`config.mk`:
```
export PLATFORM = sky130hd
export DESIGN_NAME = pc_fetch_unit
export DESIGN_NICKNAME = d
export VERILOG_FILES = /design/src/rtl/pc_fetch_unit.sv
export SDC_FILE = /design/constraint.sdc
export NUM_CORES = 1
export LEC_CHECK = 0
export ABC_AREA = 0
export BUFFER_PORTS_ARGS = -buffer_cell sky130_fd_sc_hd__buf_2
export CORE_ASPECT_RATIO = 0.6
export CORE_MARGIN = 2
export CORE_UTILIZATION = 25
export CTS_CLUSTER_SIZE = 16
export DETAILED_ROUTE_END_ITERATION = 6
export GPL_TIMING_DRIVEN = 0
export SLEW_MARGIN = 10
export SYNTH_ARGS = -nofsm -noshare
export SYNTH_HDL_FRONTEND = slang
export SYNTH_SLANG_ARGS = --single-unit
```
`constraint.sdc`:
```
create_clock -name clk -period 2.5 [get_ports clk]
set_input_delay 0.5 -clock clk [delete_from_list [all_inputs] [get_ports clk]]
set_output_delay 0.5 -clock clk [all_outputs]
set_load 0.02 [all_outputs]
```
`src/rtl/pc_fetch_unit.sv`:
```
// Fetch-stage program counter: one outstanding imem request at a time,
// returned instructions are presented to decode tagged with their PC.
//
// state   | meaning
// S_REQ   | request pc_q when not stalled or redirected
// S_WAIT  | request accepted, awaiting imem response
// S_HOLD  | instruction presented to decode until consumed or flushed
// S_FAULT | misaligned redirect seen, frozen until reset
module pc_fetch_unit #(
   parameter logic [31:0] RESET_VECTOR = 32'h0000_0000
) (
   input  logic        clk,
   input  logic        rst,
   input  logic        branch_taken,
   input  logic [31:0] branch_target,
   input  logic        stall,
   output logic        imem_req_valid,
   input  logic        imem_req_ready,
   output logic [31:0] imem_addr,
   input  logic        imem_rsp_valid,
   input  logic [31:0] imem_rdata,
   output logic        if_valid,
   output logic [31:0] if_instr,
   output logic [31:0] if_pc,
   input  logic        if_ready,
   output logic        misaligned_fault,
   output logic [31:0] fault_addr
);

   typedef enum logic [1:0] {S_REQ, S_WAIT, S_HOLD, S_FAULT} state_t;

   state_t      state, state_n;
   logic [31:0] pc_q, pc_n;
   logic [31:0] req_pc, req_pc_n;
   logic        drop, drop_n;
   logic        if_valid_n;
   logic [31:0] if_instr_n, if_pc_n;
   logic        misaligned_fault_n;
   logic [31:0] fault_addr_n;
   logic        handshake;
   logic        target_bad;

   assign imem_addr      = pc_q;
   assign imem_req_valid = (state == S_REQ) & ~stall & ~branch_taken & ~rst;
   assign handshake      = imem_req_valid & imem_req_ready;
   assign target_bad     = branch_target[1:0] != 2'b00;

   always_comb begin
      state_n            = state;
      pc_n               = pc_q;
      req_pc_n           = req_pc;
      drop_n             = drop;
      if_valid_n         = if_valid;
      if_instr_n         = if_instr;
      if_pc_n            = if_pc;
      misaligned_fault_n = misaligned_fault;
      fault_addr_n       = fault_addr;

      case (state)
         S_REQ: begin
            if (branch_taken) begin
               pc_n = branch_target;
            end else if (handshake) begin
               req_pc_n = pc_q;
               pc_n     = pc_q + 32'd4;
               state_n  = S_WAIT;
            end
         end
         S_WAIT: begin
            if (branch_taken && !imem_rsp_valid) begin
               pc_n   = branch_target;
               drop_n = 1'b1;
            end else if (imem_rsp_valid && (drop || branch_taken)) begin
               drop_n  = 1'b0;
               state_n = S_REQ;
               if (branch_taken) pc_n = branch_target;
            end else if (imem_rsp_valid) begin
               if_instr_n = imem_rdata;
               if_pc_n    = req_pc;
               if_valid_n = 1'b1;
               state_n    = S_HOLD;
            end
         end
         S_HOLD: begin
            if (branch_taken) begin
               if_valid_n = 1'b0;
               pc_n       = branch_target;
               state_n    = S_REQ;
            end else if (if_ready) begin
               if_valid_n = 1'b0;
               state_n    = S_REQ;
            end
         end
         S_FAULT: begin
         end
         default: state_n = S_REQ;
      endcase

      // A misaligned redirect overrides whatever the state chose; pc_q is left alone.
      if (branch_taken && target_bad && (state != S_FAULT)) begin
         state_n            = S_FAULT;
         pc_n               = pc_q;
         drop_n             = 1'b0;
         if_valid_n         = 1'b0;
         misaligned_fault_n = 1'b1;
         fault_addr_n       = branch_target;
      end
   end

   always_ff @(posedge clk) begin
      if (rst) begin
         state            <= S_REQ;
         pc_q             <= RESET_VECTOR;
         req_pc           <= 32'h0;
         drop             <= 1'b0;
         if_valid         <= 1'b0;
         if_instr         <= 32'h0;
         if_pc            <= 32'h0;
         misaligned_fault <= 1'b0;
         fault_addr       <= 32'h0;
      end else begin
         state            <= state_n;
         pc_q             <= pc_n;
         req_pc           <= req_pc_n;
         drop             <= drop_n;
         if_valid         <= if_valid_n;
         if_instr         <= if_instr_n;
         if_pc            <= if_pc_n;
         misaligned_fault <= misaligned_fault_n;
         fault_addr       <= fault_addr_n;
      end
   end

endmodule
```
==> metrics.cfg <==
[outcome]
status = complete, no violations

[logic_synthesis]
syn-cell-area_sq_mm = 0.00709
synth_flop_cell = dfxtp_1
ys_ff_latch = 165
synthDistinctLibCells = 64
syn_nets = 985
synth-edff-count = 0
syn_inst = 909
synth_top_area_frac = 0.466
yosysSeqAreaShare = 0.466
ys_top_cells_by_area = dfxtp_1, nand2_1, a21oi_1, clkbuf_1, nor2_1
yosysWarnings = 0
async_reset_ff_frac = 0
avgSynthCellArea_sq_um = 7.80
synth_top_area_cell = dfxtp_1

[timing]
skew_ns = 0.00796
setup_ws_ns = 0.0768
drv_slew = 0
hold_viol_final = 0
tightest_slew_ns = 0.882
final.period_utilization = 0.969
rsz0062_at_grt = no
setup_viol = 0
min_period_ns = 2.42
fmax_ghz = 0.413
max_slew_margin = 0.412

[detailed_routing]
route.detailed.drc = 0
top_layer = met4
drt_iter0_markers = 806
wl_per_cell_microns = 18.1
dr_wl_met3_microns = 2500
wl_microns = 27300
ant_nets = 0
vias = 7616
drt-pass1-iter-count = 6
via_per_inst = 5.04
routed-wl-met2_microns = 10800
wirelength_met1_microns = 13600

[setup_path]
cpLargestDelayFamily = compound AO/OA/AOI/OAI gates
cp-start-kind = register
crit_type = register to register
crit_cells = 7
timing.rr.end = imem_addr[0]$_SDFFE_PP0P_
worst-r2r-setup-slack_ns = 0.08
required_ns = 2.82
r2r_cells = 7
cp.arrival_ns = 2.75
slowest_stage = o41a_1
worstPathCellList = inv_1 -> ha_1 -> a21boi_2 -> o41a_1 -> clkbuf_2 -> o21ai_0 -> nor2_1
critPathMaxFanout = 10
worstReg2RegStart = state[0]$_SDFFE_PP0P_
crit_path_end_kind = register
cpPeakStageDelay_ns = 0.57
cp.buffers_inverters = 2

[global_routing]
grt_use_total = 0.182
antenna_found_initial = 1
grt_start_max_net_pins = 17
grt_pass1_wl_microns = 41000
gr-total-overflow = 0
grt_pass1_vias = 6903

[power_and_ir_drop]
powerDensity_mw_per_mm2 = 735
power_frac_seq = 0.427
leakage_nw = 3.71
power.internal_mw = 4.60
clkPwrFrac = 0.385
peakVddDrop_mv = 0.301
swShare = 0.319
power_switching_mw = 2.16
combPwrFrac = 0.188

[layout]
final_cell_mix = nand2_1, buf_2, dfxtp_1, a21oi_1, clkbuf_1
area_growth_pct = 29.9
drive_gt1_frac = 0.248
final_common_cell = nand2_1
fin_nets = 1207
instances_no_fill = 1511

[min_path]
holdPathStages = 3
hp-class = primary input to register
holdCritStartpoint = imem_rdata[30]
whs_endpoint = if_instr[30]$_SDFFE_PP0P_

[floorplanning]
dieArea_sq_mm = 0.0298
start_util = 0.256
die_width_microns = 221
rows = 47
core_sq_mm = 0.0277
die_height_microns = 134
ios = 202

[clock_network]
root_buffer = clkbuf_16
cts_tree = built
clock-sinks = 165
clock_path_buffers = 2
clk_latency_ns = 0.45
numCtsBuffers = 17
htree_levels = 4
cts_hold_buf = 0
cts.reportedPaths.clkPinSlew_ns = 0.07

[place]
gp_congestion = 0.940
placed_cells = 1477
port_buffers = 201
dpl.hpwl_microns = 20600
pre_cts_slack_ns = -0.424

[run]
maxCapViolCount = 0

through the flow:
stage          total power [mW]  utilization  hold WS (ns)  instance area [sq um]  TNS [ns]
2_1_floorplan              3.65            -         0.432                   7090         0
3_5_place_dp               4.15        0.309         0.437                   8550    -11.64
4_1_cts                    6.78        0.330         0.261                   9130         0
5_1_grt                    7.05        0.332         0.277                   9200         0
6_report                   6.76        0.332         0.289                   9200         0
3_3_place_gp               4.14        0.309         0.439                   8550    -10.36
kinds of logic (layout without fill, tap and decap cells):
logic type      Yosys count  after routing  share of synthesized area
fa+ha+maj                 5              5                    0.00883
simple gates            388            388                      0.238
flops                   165            165                      0.466
compound gates          250            250                      0.212
xor+xnor                  2              2                    0.00247
other cells               0              1                          0
buf+inv                  81            315                     0.0459
mux                      18             18                     0.0274
registers in the layout (all words and copies together) (netlist names):
signal,flops
if_pc,32
imem_addr,32
if_valid,1
req_pc,32
if_instr,32
state,2
fault_addr,32
drop,1
misaligned_fault,1
worst min-delay path, delay by kind of cell:
family | cells | cell delay (ns)
compound gates | 1 | 0.05
simple gates | 1 | 0.04
buf+inv | 1 | 0.09
how the worst max path moves through the flow:
stage | from | end | slack, ns
after global placement | state[0]$_SDFFE_PP0P_ | imem_addr[0]$_SDFFE_PP0P_ | -0.41
after global routing | state[1]$_SDFFE_PP0P_ | if_instr[0]$_SDFFE_PP0P_ | 0.008
after CTS | state[0]$_SDFFE_PP0P_ | imem_addr[13]$_SDFFE_PP0P_ | 0.01
final | state[0]$_SDFFE_PP0P_ | imem_addr[0]$_SDFFE_PP0P_ | 0.08
after floorplan | state[0]$_SDFFE_PP0P_ | imem_addr[0]$_SDFFE_PP0P_ | 0.39
after detailed placement | state[0]$_SDFFE_PP0P_ | imem_addr[0]$_SDFFE_PP0P_ | -0.42
cell type report:
type,instances,area [sq um]
Timing Repair Buffer,205,1040
Fill cell,2974,18500
Clock inverter,10,98.8
Tap cell,367,459
Buffer,68,284
Clock buffer,21,470
Sequential cell,165,3300
Multi-Input combinational cell,663,3510
Antenna cell,1,2.50
Inverter,11,41.3
power by group through the flow:
stage	registers, mW	clock network (mW)	logic [mW]
floorplan	3.03	0	0.615
global placement	2.94	0	1.20
detailed placement	2.94	0	1.21
CTS	2.88	2.67	1.23
global route	2.90	2.77	1.37
finish	2.89	2.60	1.27
synthesized netlist by cell type, drive strengths merged (3+ instances only):
master and n:
o211ai 5, a311oi 5, o211a 3, and3 6, o221ai 3, nor4 8, nor3 11, a21o 3
mux2i 7, clkbuf 53, a211oi 8, o21ai 26, buf 17, a31oi 8, nand4 14, nor2 35
ha 5, or2 3, o31ai 3, a21oi 156, mux2 11, inv 11, nand3 16, nor2b 3
a41o 3, dfxtp 165, nand2 281
timing repair:
item,CTS,global route
setup endpoints to repair,70,91
resized for setup,3,18
pin swaps,0,1
gates cloned,0,0
buffers inserted,0,4
layer usage:
metal / GRT usage / vias to the layer above
li1: - / 3588
met1: 0.269 / 3606
met2: 0.253 / 391
met3: 0.0510 / 31
met4: 0.0507 / 0
met5: 0.00161 / -
(Power assumes the default switching activity.)
